===== src/rtl/tablero_pkg.sv =====
// Shared constants, board types and FSM state encoding for the board writer.
package tablero_pkg;

  localparam int ROWS   = 5;
  localparam int COLS   = 5;
  localparam int CELL_W = 8;
  localparam int IDX_W  = 3;

  localparam logic [CELL_W-1:0] CLEAR_VAL = 8'h00;

  localparam logic [IDX_W-1:0] ROW_LAST = IDX_W'(ROWS - 1);
  localparam logic [IDX_W-1:0] COL_LAST = IDX_W'(COLS - 1);

  typedef logic [CELL_W-1:0] cell_t;
  typedef cell_t [0:ROWS-1][0:COLS-1] board_t;

  typedef enum logic [1:0] {
    IDLE  = 2'd0,
    CLEAR = 2'd1,
    LOAD  = 2'd2
  } estado_t;

  function automatic logic in_range(input logic [IDX_W-1:0] row,
                                    input logic [IDX_W-1:0] col);
    return (int'(row) < ROWS) && (int'(col) < COLS);
  endfunction

endpackage


===== src/rtl/tablero_idx_cnt.sv =====
// Row-major cell cursor shared by the clear sweep and the streamed load.
module tablero_idx_cnt
  import tablero_pkg::*;
(
  input  logic             clk,
  input  logic             rst_n,
  input  logic             clr,
  input  logic             inc,
  output logic [IDX_W-1:0] row,
  output logic [IDX_W-1:0] col,
  output logic             last
);

  assign last = (row == ROW_LAST) && (col == COL_LAST);

  always_ff @(posedge clk or negedge rst_n) begin
    if (!rst_n) begin
      row <= '0;
      col <= '0;
    end else if (clr) begin
      row <= '0;
      col <= '0;
    end else if (inc) begin
      if (col == COL_LAST) begin
        col <= '0;
        row <= (row == ROW_LAST) ? '0 : row + 1'b1;
      end else begin
        col <= col + 1'b1;
      end
    end
  end

endmodule


===== src/rtl/tablero_carga.sv =====
// Board writer: holds the ROWS x COLS cell matrix and fills it by stream load,
// single-cell writes or a one-cell-per-cycle clear sweep.
module tablero_carga
  import tablero_pkg::*;
(
  input  logic             clk,
  input  logic             rst_n,
  input  logic             clear_req,
  input  logic             load_start,
  input  logic             cell_valid,
  input  logic [CELL_W-1:0] cell_data,
  output logic             cell_ready,
  input  logic             wr_en,
  input  logic [IDX_W-1:0] wr_row,
  input  logic [IDX_W-1:0] wr_col,
  input  logic [CELL_W-1:0] wr_data,
  output board_t           matriz,
  output logic             busy,
  output logic             done,
  output logic             wr_err
);

  estado_t          state;
  logic             cnt_clr;
  logic             cnt_inc;
  logic             cnt_last;
  logic [IDX_W-1:0] cnt_row;
  logic [IDX_W-1:0] cnt_col;

  logic             w_en;
  logic [IDX_W-1:0] w_row;
  logic [IDX_W-1:0] w_col;
  cell_t            w_data;
  logic             wr_ok;

  tablero_idx_cnt u_idx (
    .clk   (clk),
    .rst_n (rst_n),
    .clr   (cnt_clr),
    .inc   (cnt_inc),
    .row   (cnt_row),
    .col   (cnt_col),
    .last  (cnt_last)
  );

  // Single write port into the matrix; the source depends on the state.
  always_comb begin
    w_en    = 1'b0;
    w_row   = cnt_row;
    w_col   = cnt_col;
    w_data  = CLEAR_VAL;
    cnt_clr = 1'b0;
    cnt_inc = 1'b0;
    wr_ok   = 1'b0;
    case (state)
      IDLE: begin
        wr_ok   = wr_en && !clear_req && !load_start && in_range(wr_row, wr_col);
        w_en    = wr_ok;
        w_row   = wr_row;
        w_col   = wr_col;
        w_data  = wr_data;
        cnt_clr = clear_req || load_start;
      end
      CLEAR: begin
        w_en    = 1'b1;
        cnt_inc = 1'b1;
      end
      LOAD: begin
        if (clear_req) begin
          cnt_clr = 1'b1;
        end else if (cell_valid) begin
          w_en    = 1'b1;
          w_data  = cell_data;
          cnt_inc = 1'b1;
        end
      end
      default: ;
    endcase
  end

  always_ff @(posedge clk or negedge rst_n) begin
    if (!rst_n) begin
      matriz <= board_t'({ROWS * COLS{CLEAR_VAL}});
    end else if (w_en) begin
      matriz[w_row][w_col] <= w_data;
    end
  end

  always_ff @(posedge clk or negedge rst_n) begin
    if (!rst_n) begin
      state      <= IDLE;
      busy       <= 1'b0;
      cell_ready <= 1'b0;
      done       <= 1'b0;
      wr_err     <= 1'b0;
    end else begin
      done   <= 1'b0;
      wr_err <= wr_en && !wr_ok;
      case (state)
        IDLE: begin
          if (clear_req) begin
            state <= CLEAR;
            busy  <= 1'b1;
          end else if (load_start) begin
            state      <= LOAD;
            busy       <= 1'b1;
            cell_ready <= 1'b1;
          end
        end
        CLEAR: begin
          if (cnt_last) begin
            state <= IDLE;
            busy  <= 1'b0;
            done  <= 1'b1;
          end
        end
        LOAD: begin
          // An abort hands over to the sweep without signalling completion.
          if (clear_req) begin
            state      <= CLEAR;
            cell_ready <= 1'b0;
          end else if (cell_valid && cnt_last) begin
            state      <= IDLE;
            busy       <= 1'b0;
            cell_ready <= 1'b0;
            done       <= 1'b1;
          end
        end
        default: begin
          state      <= IDLE;
          busy       <= 1'b0;
          cell_ready <= 1'b0;
        end
      endcase
    end
  end

endmodule


===== config.mk =====
export PLATFORM = sky130hd
export DESIGN_NAME = tablero_carga
export DESIGN_NICKNAME = d
export VERILOG_FILES = /design/src/rtl/tablero_pkg.sv /design/src/rtl/tablero_idx_cnt.sv /design/src/rtl/tablero_carga.sv
export SDC_FILE = /design/constraint.sdc
export NUM_CORES = 1
export LEC_CHECK = 0
export ABC_AREA = 1
export BUFFER_PORTS_ARGS = -buffer_cell sky130_fd_sc_hd__buf_2
export CORE_ASPECT_RATIO = 0.7
export CORE_MARGIN = 2
export CORE_UTILIZATION = 55
export CTS_CLUSTER_SIZE = 30
export DETAILED_ROUTE_END_ITERATION = 16
export GPL_ROUTABILITY_DRIVEN = 0
export PLACE_DENSITY = 0.81
export SYNTH_ARGS = -nofsm -noshare
export SYNTH_HDL_FRONTEND = slang
export SYNTH_SLANG_ARGS = --single-unit

===== constraint.sdc =====
create_clock -name clk -period 3 [get_ports clk]
set_clock_uncertainty 0.2 [all_clocks]
set_input_delay 0.3 -clock clk [delete_from_list [all_inputs] [get_ports clk]]
set_output_delay 0.3 -clock clk [all_outputs]
set_load 0.01 [all_outputs]

---- After elaboration in Yosys (flattened, before gate mapping) ----
Cells that the tools add are included.
word-level totals
  output and inout port bits .............. 204
  logic and storage cells ................. 117
  register bits ........................... 212
  input port bits ......................... 28
operators by class
  equality and inequality tests ........... 11
  order comparisons ....................... 6
  reductions and logical operators ........ 20
  multiplexer cells ....................... 43
  add/subtract/negate cells ............... 2
  bitwise gates (word level) .............. 3
operator list
  operator               number
  $bwmux W200            1
  $demux W40 S3          1
  $mux W40               1
  $mux W3                9
  $demux W8 S3           1
  $mux W8                3
  $pmux W8 S2            1
  $mux W1                14
  $mux W2                5
  $ne A2 B2 Y1 const B   5
  $logic_and A1 B1 Y1    9
  $pmux W1 S3            3
  $ge A4 B4 Y1 const B   2
  $lt A4 B1 Y1 const B   2
  $not A3 Y4             2
  $reduce_and A4 Y1      2
  $add A3 B1 Y3 const B  2
  $eq A3 B3 Y1 const B   2
  $lt A3 B3 Y1 const B   2
  $ne A3 B3 Y1 const B   2
  $pmux W1 S2            3
  $pmux W2 S3            1
  $reduce_bool A2 Y1     2
  $logic_not A1 Y1       3
  other kinds (7)        7

---- Depth between registers and ports, before layout ----
Gate-level depths: netlist of the first run.
  depth in word-level cells ............... 10
  gate-level depth with buffers ........... 11
  depth with buffers taken out ............ 10

---- Hierarchy ----
A second synthesis of the first run with hierarchy kept.
unflattened totals
  cells, all modules ...................... 1095
  area, all modules ....................... 10167.3 um^2
by module, submodules not included
  module           cells each  area an instance (um^2)  times used  sequential area each (um^2)
  tablero_carga    1050        9798.1                   1           5154.9
  tablero_idx_cnt  45          369.1                    1           150.1

---- Least setup slack after synthesis of the first run ----
OpenSTA, ideal clock, no wires.
  path kind ............................... register -> register
  start point ............................. register state[0]
  end point ............................... register matriz[152] (netlist bit)
  cell stages (with the launch flop) ...... 12
  arrival ................................. 1.837 ns
  data required time ...................... 2.683 ns
  library setup time ...................... 0.117 ns
  slack ................................... 0.846 ns
  period minus slack after synthesis ...... 2.154 ns
  buffers on the path ..................... 1
  cell sequence ........................... dfrtp_1 -> inv_1 -> ha_1 -> inv_2 -> buf_4 -> nand2_1 -> nand2_4 -> nand3_4 -> nor2_8 -> nand3_4 -> nand2_1 -> nand2_1
between the ends
  cells in the longest elaborated chain, start to end .. 10
  elaborated cells between the ends (all ways) .. 20
  classes of those cells .................. order compare: 4; eq/ne: 2; mux: 9; bitwise: 2; reduce/logical: 3
RTL lines
  what                                                                       line                  source
  start: declaration                                                         tablero_carga.sv:23   estado_t state;
  start signal: assignment                                                   tablero_carga.sv:91   state <= IDLE;
  start signal: assignment                                                   tablero_carga.sv:102  state <= CLEAR;
  start signal: assignment                                                   tablero_carga.sv:105  state <= LOAD;
  $logic_not A2 Y1                                                           tablero_carga.sv:55   case (state)
  $mux W3                                                                    tablero_carga.sv:55
  $not A3 Y4 (not written as such)                                           tablero_carga.sv:85   matriz[w_row][w_col] <= w_data;
  $ge A4 B4 Y1 (not written as such) / $lt A4 B1 Y1 (equally long branches)  tablero_carga.sv:85
  $logic_and A1 B1 Y1 (not written as such)                                  tablero_carga.sv:85
  $mux W8 (not written as such)                                              tablero_carga.sv:85
  $demux W8 S3                                                               tablero_carga.sv:85
  $mux W40 (not written as such)                                             tablero_carga.sv:85
  $demux W40 S3                                                              tablero_carga.sv:85
  $bwmux W200                                                                tablero_carga.sv:85
  end signal: assignment                                                     tablero_carga.sv:83   matriz <= board_t'({ROWS * COLS{CLEAR_VAL}});
  end signal: indexed assignment                                             tablero_carga.sv:85
  end: declaration                                                           tablero_carga.sv:17   output board_t matriz,
Several ways; a longest one is shown, not always the timed one.
A chain may end at the register's enable or synchronous reset.

---- Final worst setup path of the first run ----
  start point ............................. register state[0]
  end point ............................... register matriz[104] (netlist bit)
Same word-level chain as after synthesis.

==> flow_metrics.tcl, run 1 <==
set metrics [dict create \
    p_total_mw 12.31 \
    fin_crit_sh_pct 91.08 \
    final_layout_size_suffix_gt1_share_pct 28.69 \
    numPlacedInstances 1529 \
    first_global_vias 8278 \
    floorplan.io_pins 232 \
    drv_slew 0 \
    syn_avg_cell_area_um2 9.414 \
    rr_endpoint "matriz[104]$_DFFE_PN0P_" \
    routed_via_count 9081 \
    finalHoldViolCount 0 \
    area.growth.synth_to_final_pct 21.50 \
    dp_hpwl_um 18840 \
    max_slew.worst_pin.slew_ns 0.7648 \
    grt_start_max_net_pins 93 \
    hold_path_depth 6 \
    syn_inst 1095 \
    synth_warnings 0 \
    initial_util_pct 56.61 \
    setup.worst_path.end_class "flip-flop" \
    post_cts_setup_repair_bufs 0 \
    drt-wirelength-per-cell_um 18.20 \
    fp.dieH_um 118.5 \
    track_usage_pct 28.68 \
    number_of_antenna_diodes 0 \
    critical_register_to_register_path_startpoint "state[0]$_DFFE_PN0P_" \
    synth_top_area_share_pct 51.46 \
    route.antenna.remaining_nets 0 \
    setup.worst_path.class "reg -> reg" \
    max_slew_margin_pct 49.02 \
    core_um2 18210 \
    worstRegToRegCells 9 \
    h_tree_depth 1 \
    number_of_input_and_output_port_buffers_inserted 231 \
    synthArstFlopShare_pct 100.0 \
    ir_drop_uv 763.4 \
    holdCritStartpoint "cell_valid" \
    r2r_setup_slack_ns 0.27 \
    grt_setup_unrepaired "false" \
    clk_root_buffer_cell "sky130_fd_sc_hd__clkbuf_16" \
    layout.filler_cells 1382 \
    grt_remaining_overflow 0 \
    postSynthRegisterBits 212 \
    grt_pass1_wl_um 45530 \
    fin_tns_setup_ns 0 \
    placementRows 41 \
    maxCapViolCount 0 \
    status "finished, final reports clean" \
    cts_inserted_buffers 21 \
    clock.fmax_mhz 366.0 \
    nets 1357 \
    synthesis.nets 1131 \
    worstSetupStartpointType "flip-flop" \
    cellLeakagePower_nw 7.512 \
    cts_tree "yes" \
    register_area_um2 5305 \
    cts_sinks 212 \
    cp_data_required_time_ns 3.18 \
    die_w_um 167.6 \
    time_the_final_worst_path_needs_with_i_o_delays_and_setup_ns 2.732 \
    wl_um 28590 \
    data_arrival_at_the_endpoint_of_the_critical_path_ns 2.91 \
    drt-vias-per-instance 5.780 \
    cellPowerDensity_nw_per_um2 983.1 \
    ranking_of_synthesized_cells_by_area "sky130_fd_sc_hd__dfrtp_1 (51%), sky130_fd_sc_hd__nand2_1 (17%), sky130_fd_sc_hd__nand4_1 (12%), sky130_fd_sc_hd__nand3_4 (5.9%), sky130_fd_sc_hd__nor2_8 (4.9%)" \
    yosys.cell_types.count 25 \
    finalNonFillerCells 1571 \
    postSynth.topFlopCell "sky130_fd_sc_hd__dfrtp_1" \
    worst_skew_pair.late_latency_ns 0.49 \
    multiInputGateArea_um2 4573 \
    clkSlewWorstSetupHoldPaths_ns 0.06 \
    hold_path_class "in -> reg" \
    drt_pre_antenna_iters 5 \
    cts.path.max_buffers 3 \
    worst-path-max-fanout 14 \
    antenna_found_initial 0 \
    drc_errors 0 \
    synth_top_area_cell "sky130_fd_sc_hd__dfrtp_1" \
    drt_iter0_markers 934 \
    synth_enable_flop_cells 0 \
    syn_area_um2 10310 \
    finalSetupViolations 0 \
    dieArea_um2 19870 \
    synth.yosys.seq_area_share_pct 51.46 \
    min_to "cell_ready$_DFFE_PN0P_" \
]
report_power, final:
group / internal, mW / leakage, nW / switching, mW
Sequential: 3.73 / 2.92 / 0.581
Clock: 1.57 / 0.353 / 1.11
Combinational: 1.58 / 4.24 / 3.74
Total: 6.89 / 7.51 / 5.43
cell families (layout without fill, tap and decap cells):
family / Yosys count / count (layout) / synth area share (%)
AO/OA/AOI/OAI: 13 / 13 / 0.6797
XOR/XNOR: 1 / 1 / 0.08498
adder cells (fa/ha/maj): 8 / 8 / 0.9710
buffers and inverters: 94 / 334 / 4.260
flip-flops: 212 / 212 / 51.46
AND/OR/NAND/NOR: 767 / 767 / 42.54
registers in the layout (all words and copies together), names as in the netlist:
register,cells
matriz,200
u_idx.col,3
u_idx.row,3
state,2
busy,1
cell_ready,1
done,1
wr_err,1
synthesized netlist by cell type (8+ instances only):
cell type,n
sky130_fd_sc_hd__ha_1,8
sky130_fd_sc_hd__nand4_1,202
sky130_fd_sc_hd__nand2_4,11
sky130_fd_sc_hd__inv_1,23
sky130_fd_sc_hd__nand2_1,461
sky130_fd_sc_hd__nor2_8,25
sky130_fd_sc_hd__o21ai_0,8
sky130_fd_sc_hd__dfrtp_1,212
sky130_fd_sc_hd__buf_2,37
sky130_fd_sc_hd__clkbuf_1,22
sky130_fd_sc_hd__nor2_1,17
sky130_fd_sc_hd__nand3_4,35
metrics by stage:
stage	area (µm²)	hold WS, ns	setup slack (ns)	util, %
after floorplan	10310	-0.1956	0.8457	-
after global placement	11770	0.2245	0.3714	64.60
after detailed placement	11770	0.2311	0.2935	64.60
after CTS	12520	0.05806	0.2831	68.77
after global routing	12520	0.1274	0.05217	68.77
final	12520	0.07621	0.2676	68.77
repair_timing:
item | 4_1_cts | 5_1_grt
hold buffers | 5 | 0
hold endpoints to repair | 90 | 0
resized for setup | 0 | 0
critical path, stage by stage (launching register included):
cell                      delay [ns]
sky130_fd_sc_hd__dfrtp_1        0.43
sky130_fd_sc_hd__inv_1          0.10
sky130_fd_sc_hd__ha_1           0.56
sky130_fd_sc_hd__nand2_1        0.19
sky130_fd_sc_hd__nand2_2        0.23
sky130_fd_sc_hd__nand3_4        0.31
sky130_fd_sc_hd__nor2_8         0.29
sky130_fd_sc_hd__nand3_4        0.14
sky130_fd_sc_hd__nand2_1        0.11
sky130_fd_sc_hd__nand2_1        0.06
worst max path at each step:
stage,start,to,cells past startpoint
after CTS,state[0]$_DFFE_PN0P_,matriz[104]$_DFFE_PN0P_,10
after global placement,state[0]$_DFFE_PN0P_,matriz[108]$_DFFE_PN0P_,9
after global routing,state[0]$_DFFE_PN0P_,matriz[184]$_DFFE_PN0P_,10
after detailed placement,state[0]$_DFFE_PN0P_,matriz[146]$_DFFE_PN0P_,10
after floorplan,state[0]$_DFFE_PN0P_,matriz[152]$_DFFE_PN0P_,11
final,state[0]$_DFFE_PN0P_,matriz[104]$_DFFE_PN0P_,9
final cells by class:
type,count,share of cell area (%)
Inverter,27,0.8691
Multi-Input combinational cell,789,36.51
Clock inverter,6,0.5295
Sequential cell,212,42.36
Clock buffer,31,5.135
Tap cell,236,2.358
Timing Repair Buffer,270,12.24
metal layers:
layer / global-route usage, % / routed length (µm) / up-vias
li1: - / - / 4199
met4: 6.304 / 524 / 0
met2: 42.56 / 12610 / 499
met3: 4.622 / 2734 / 48
met1: 44.42 / 12720 / 4335
met5: 0 / 0 / -
placed cells by master, fill, tap and decap left out, drive strengths merged:
| master | netlist | final |
|---|---|---|
| a21oi | 3 | 3 |
| nor3 | 1 | 1 |
| clkinv | 0 | 4 |
| xor2 | 1 | 1 |
| nand3 | 42 | 42 |
| nor2 | 42 | 42 |
| dlygate4sd3 | 0 | 5 |
| dfrtp | 212 | 212 |
| buf | 44 | 264 |
| o21ai | 8 | 8 |
| o31ai | 1 | 1 |
| or2 | 1 | 1 |
| inv | 27 | 28 |
| bufinv | 0 | 1 |
| nand2 | 479 | 479 |
| a21boi | 1 | 1 |
| nand4 | 202 | 202 |
| clkbuf | 23 | 32 |
| ha | 8 | 8 |
No activity file was read; power rests on OpenSTA's default activity.
==> run 2: changes to the inputs <==
--- a/config.mk
+++ b/config.mk
@@ -7,7 +7,7 @@
 export LEC_CHECK = 0
 export ABC_AREA = 1
 export BUFFER_PORTS_ARGS = -buffer_cell sky130_fd_sc_hd__buf_2
-export CORE_ASPECT_RATIO = 0.7
+export CORE_ASPECT_RATIO = 1.2
 export CORE_MARGIN = 2
 export CORE_UTILIZATION = 55
 export CTS_CLUSTER_SIZE = 30
==> run 2 against run 1 <==
Net effect: first-iteration DRC count down 16%; total power down 1.7%; design area down 0.64%; wire length down 1.3%; critical endpoint is now matriz[130]$_DFFE_PN0P_; sequential share of layout area up 0.27 points; hold slack worse by 0.0064 ns; setup slack better by 0.087 ns.
==> flow_metrics.tcl, run 2 (synthesis results as in run 1) <==
set metrics [dict create \
    final_core_utilization_pct 67.97 \
    nets 1344 \
    drt_iter0_markers 789 \
    track_usage_pct 28.47 \
    cp_buf_inv_count 2 \
    worst_path_largest_cell_delay_ns 0.42 \
    worst-path-max-fanout 10 \
    placementRows 54 \
    grt_start_max_net_pins 89 \
    cell_depth_of_the_worst_setup_path 10 \
    setup.worst_path.end_class "flip-flop" \
    die_w_um 129.0 \
    grt_pass1_wl_um 45110 \
    cp_data_required_time_ns 3.17 \
    largest_reg_flops 200 \
    hold_path_class "in -> reg" \
    crit_path_start "state[0]$_DFFE_PN0P_" \
    fin_crit_sh_pct 88.18 \
    maxCapViolCount 0 \
    finalNonFillerCells 1574 \
    finalSetupViolations 0 \
    first_global_vias 8417 \
    hold_path_depth 5 \
    largestRegisters "matriz x200, u_idx.col x3, u_idx.row x3" \
    critical_register_to_register_path_startpoint "state[0]$_DFFE_PN0P_" \
    cellPowerDensity_nw_per_um2 973.1 \
    grt_setup_unrepaired "false" \
    worst_skew_pair.late_latency_ns 0.49 \
    clock.fmax_mhz 378.0 \
    final_layout_size_suffix_gt1_share_pct 27.99 \
    fin_tns_setup_ns 0 \
    drc_errors 0 \
    finalHoldViolCount 0 \
    route.antenna.remaining_nets 0 \
    path_common_cell "sky130_fd_sc_hd__nand2_1" \
    max_flop_register "matriz" \
    cts_inserted_buffers 21 \
    area.growth.synth_to_final_pct 20.72 \
    layout_commonest_cell "sky130_fd_sc_hd__nand2_1" \
    worstRegToRegCells 10 \
    dieArea_um2 19860 \
    critPathTopFamily "simple AND/OR/NAND/NOR gates" \
    initial_util_pct 56.30 \
    antenna_found_initial 0 \
    postCtsResizedCells 0 \
    dp_hpwl_um 17940 \
    grt_remaining_overflow 0 \
    number_of_antenna_diodes 0 \
    time_the_final_worst_path_needs_with_i_o_delays_and_setup_ns 2.645 \
    setup.worst_path.class "reg -> reg" \
    clk_root_buffer_cell "sky130_fd_sc_hd__clkbuf_16" \
    data_arrival_at_the_endpoint_of_the_critical_path_ns 2.82 \
    max_slew.worst_pin.slew_ns 0.7435 \
    wl_um 28230 \
    routed_via_count 8912 \
    drt-wirelength-per-cell_um 17.94 \
    status "finished, final reports clean" \
    cts.path.max_buffers 3 \
    worstSetupStartpointType "flip-flop" \
    critical_path.slowest_cell "sky130_fd_sc_hd__dfrtp_1" \
    layout_common_cells "sky130_fd_sc_hd__nand2_1 (461), sky130_fd_sc_hd__buf_2 (230), sky130_fd_sc_hd__dfrtp_1 (212), sky130_fd_sc_hd__nand4_1 (202), sky130_fd_sc_hd__nand3_4 (35)" \
    clkSlewWorstSetupHoldPaths_ns 0.06 \
    dp_slack_ns 0.3636 \
    ir_drop_uv 627.4 \
    core_um2 18310 \
    floorplan.io_pins 232 \
    fin_ws_ns 0.3547 \
    holdCritStartpoint "wr_row[2]" \
    drt_pre_antenna_iters 5 \
    number_of_input_and_output_port_buffers_inserted 231 \
    cts_tree "yes" \
    drv_slew 0 \
    drt-vias-per-instance 5.662 \
    max_slew_margin_pct 50.44 \
    h_tree_depth 1 \
    cts_sinks 212 \
    cellLeakagePower_nw 7.446 \
    numPlacedInstances 1532 \
    critical_path.cell_chain "inv_1 -> ha_1 -> buf_4 -> nand2_1 -> nand2_2 -> nand3_4 -> nor2_8 -> nand3_4 -> nand2_1 -> nand2_1" \
    fp.dieH_um 154.0 \
]
[run 2: cell count changes in the layout (fill, tap and decap cells not counted)]
cell and change:
sky130_fd_sc_hd__clkbuf_8 -4, sky130_fd_sc_hd__buf_4 -16, sky130_fd_sc_hd__clkinvlp_4 +1, sky130_fd_sc_hd__clkinv_2 +5, sky130_fd_sc_hd__clkinv_4 -2, sky130_fd_sc_hd__buf_12 +3
[run 2: repair_timing]
action                                 in CTS  in global routing
buffers inserted                            0                  0
hold buffers                                5                  0
endpoints found under the hold margin      88                  0
[run 2: path summary, 6_finish.rpt]
check | end | slack [ns]
worst min-delay path | wr_err$_DFF_PN0_ | 0.07
worst max-delay path | matriz[130]$_DFFE_PN0P_ | 0.35
max in group asynchronous | matriz[0]$_DFFE_PN0P_ | 1.55
worst max register to register | matriz[130]$_DFFE_PN0P_ | 0.35
min in group asynchronous | matriz[104]$_DFFE_PN0P_ | 0.25
worst min register to register | matriz[171]$_DFFE_PN0P_ | 0.26
[run 2: worst reg2reg max path, delay by kind of cell, from the launching register on]
kind	cells	cell delay, ns
flops	1	0.42
fa+ha+maj	1	0.39
buf+inv	2	0.35
simple gates	7	1.17
[run 2: final cells by class]
class | count | area, µm²
clock buffer | 27 | 588.1
multi-input combinational | 789 | 4573
fill | 1414 | 5866
timing repair buffer | 257 | 1473
clock inverter | 10 | 81.33
sequential | 212 | 5305
tap | 252 | 315.3
inverter | 27 | 108.9
[run 2: routing by layer]
layer  global-route usage [%]  wire length [µm]  vias to the layer above
met1                    38.97             11380                     4231
met2                    46.08             13930                      432
li1                         -                 -                     4171
met4                    10.35               929                        0
met5                        0                 0                        -
met3                    4.489              1983                       78
[run 2: per-stage QoR]
step	hold slack, ns	area, µm²	total power [mW]
2_1_floorplan	-0.1956	10310	7.681
3_3_place_gp	0.2213	11730	9.415
3_5_place_dp	0.2204	11730	9.534
4_1_cts	0.04561	12440	12.14
5_1_grt	0.1151	12440	12.79
6_report	0.06979	12440	12.11
[run 2: where the power goes]
part | switching (mW) | leakage, nW | total, mW | internal (mW)
registers | 0.578 | 2.92 | 4.31 | 3.73
logic | 3.71 | 4.19 | 5.23 | 1.52
clock network | 1.09 | 0.336 | 2.57 | 1.47
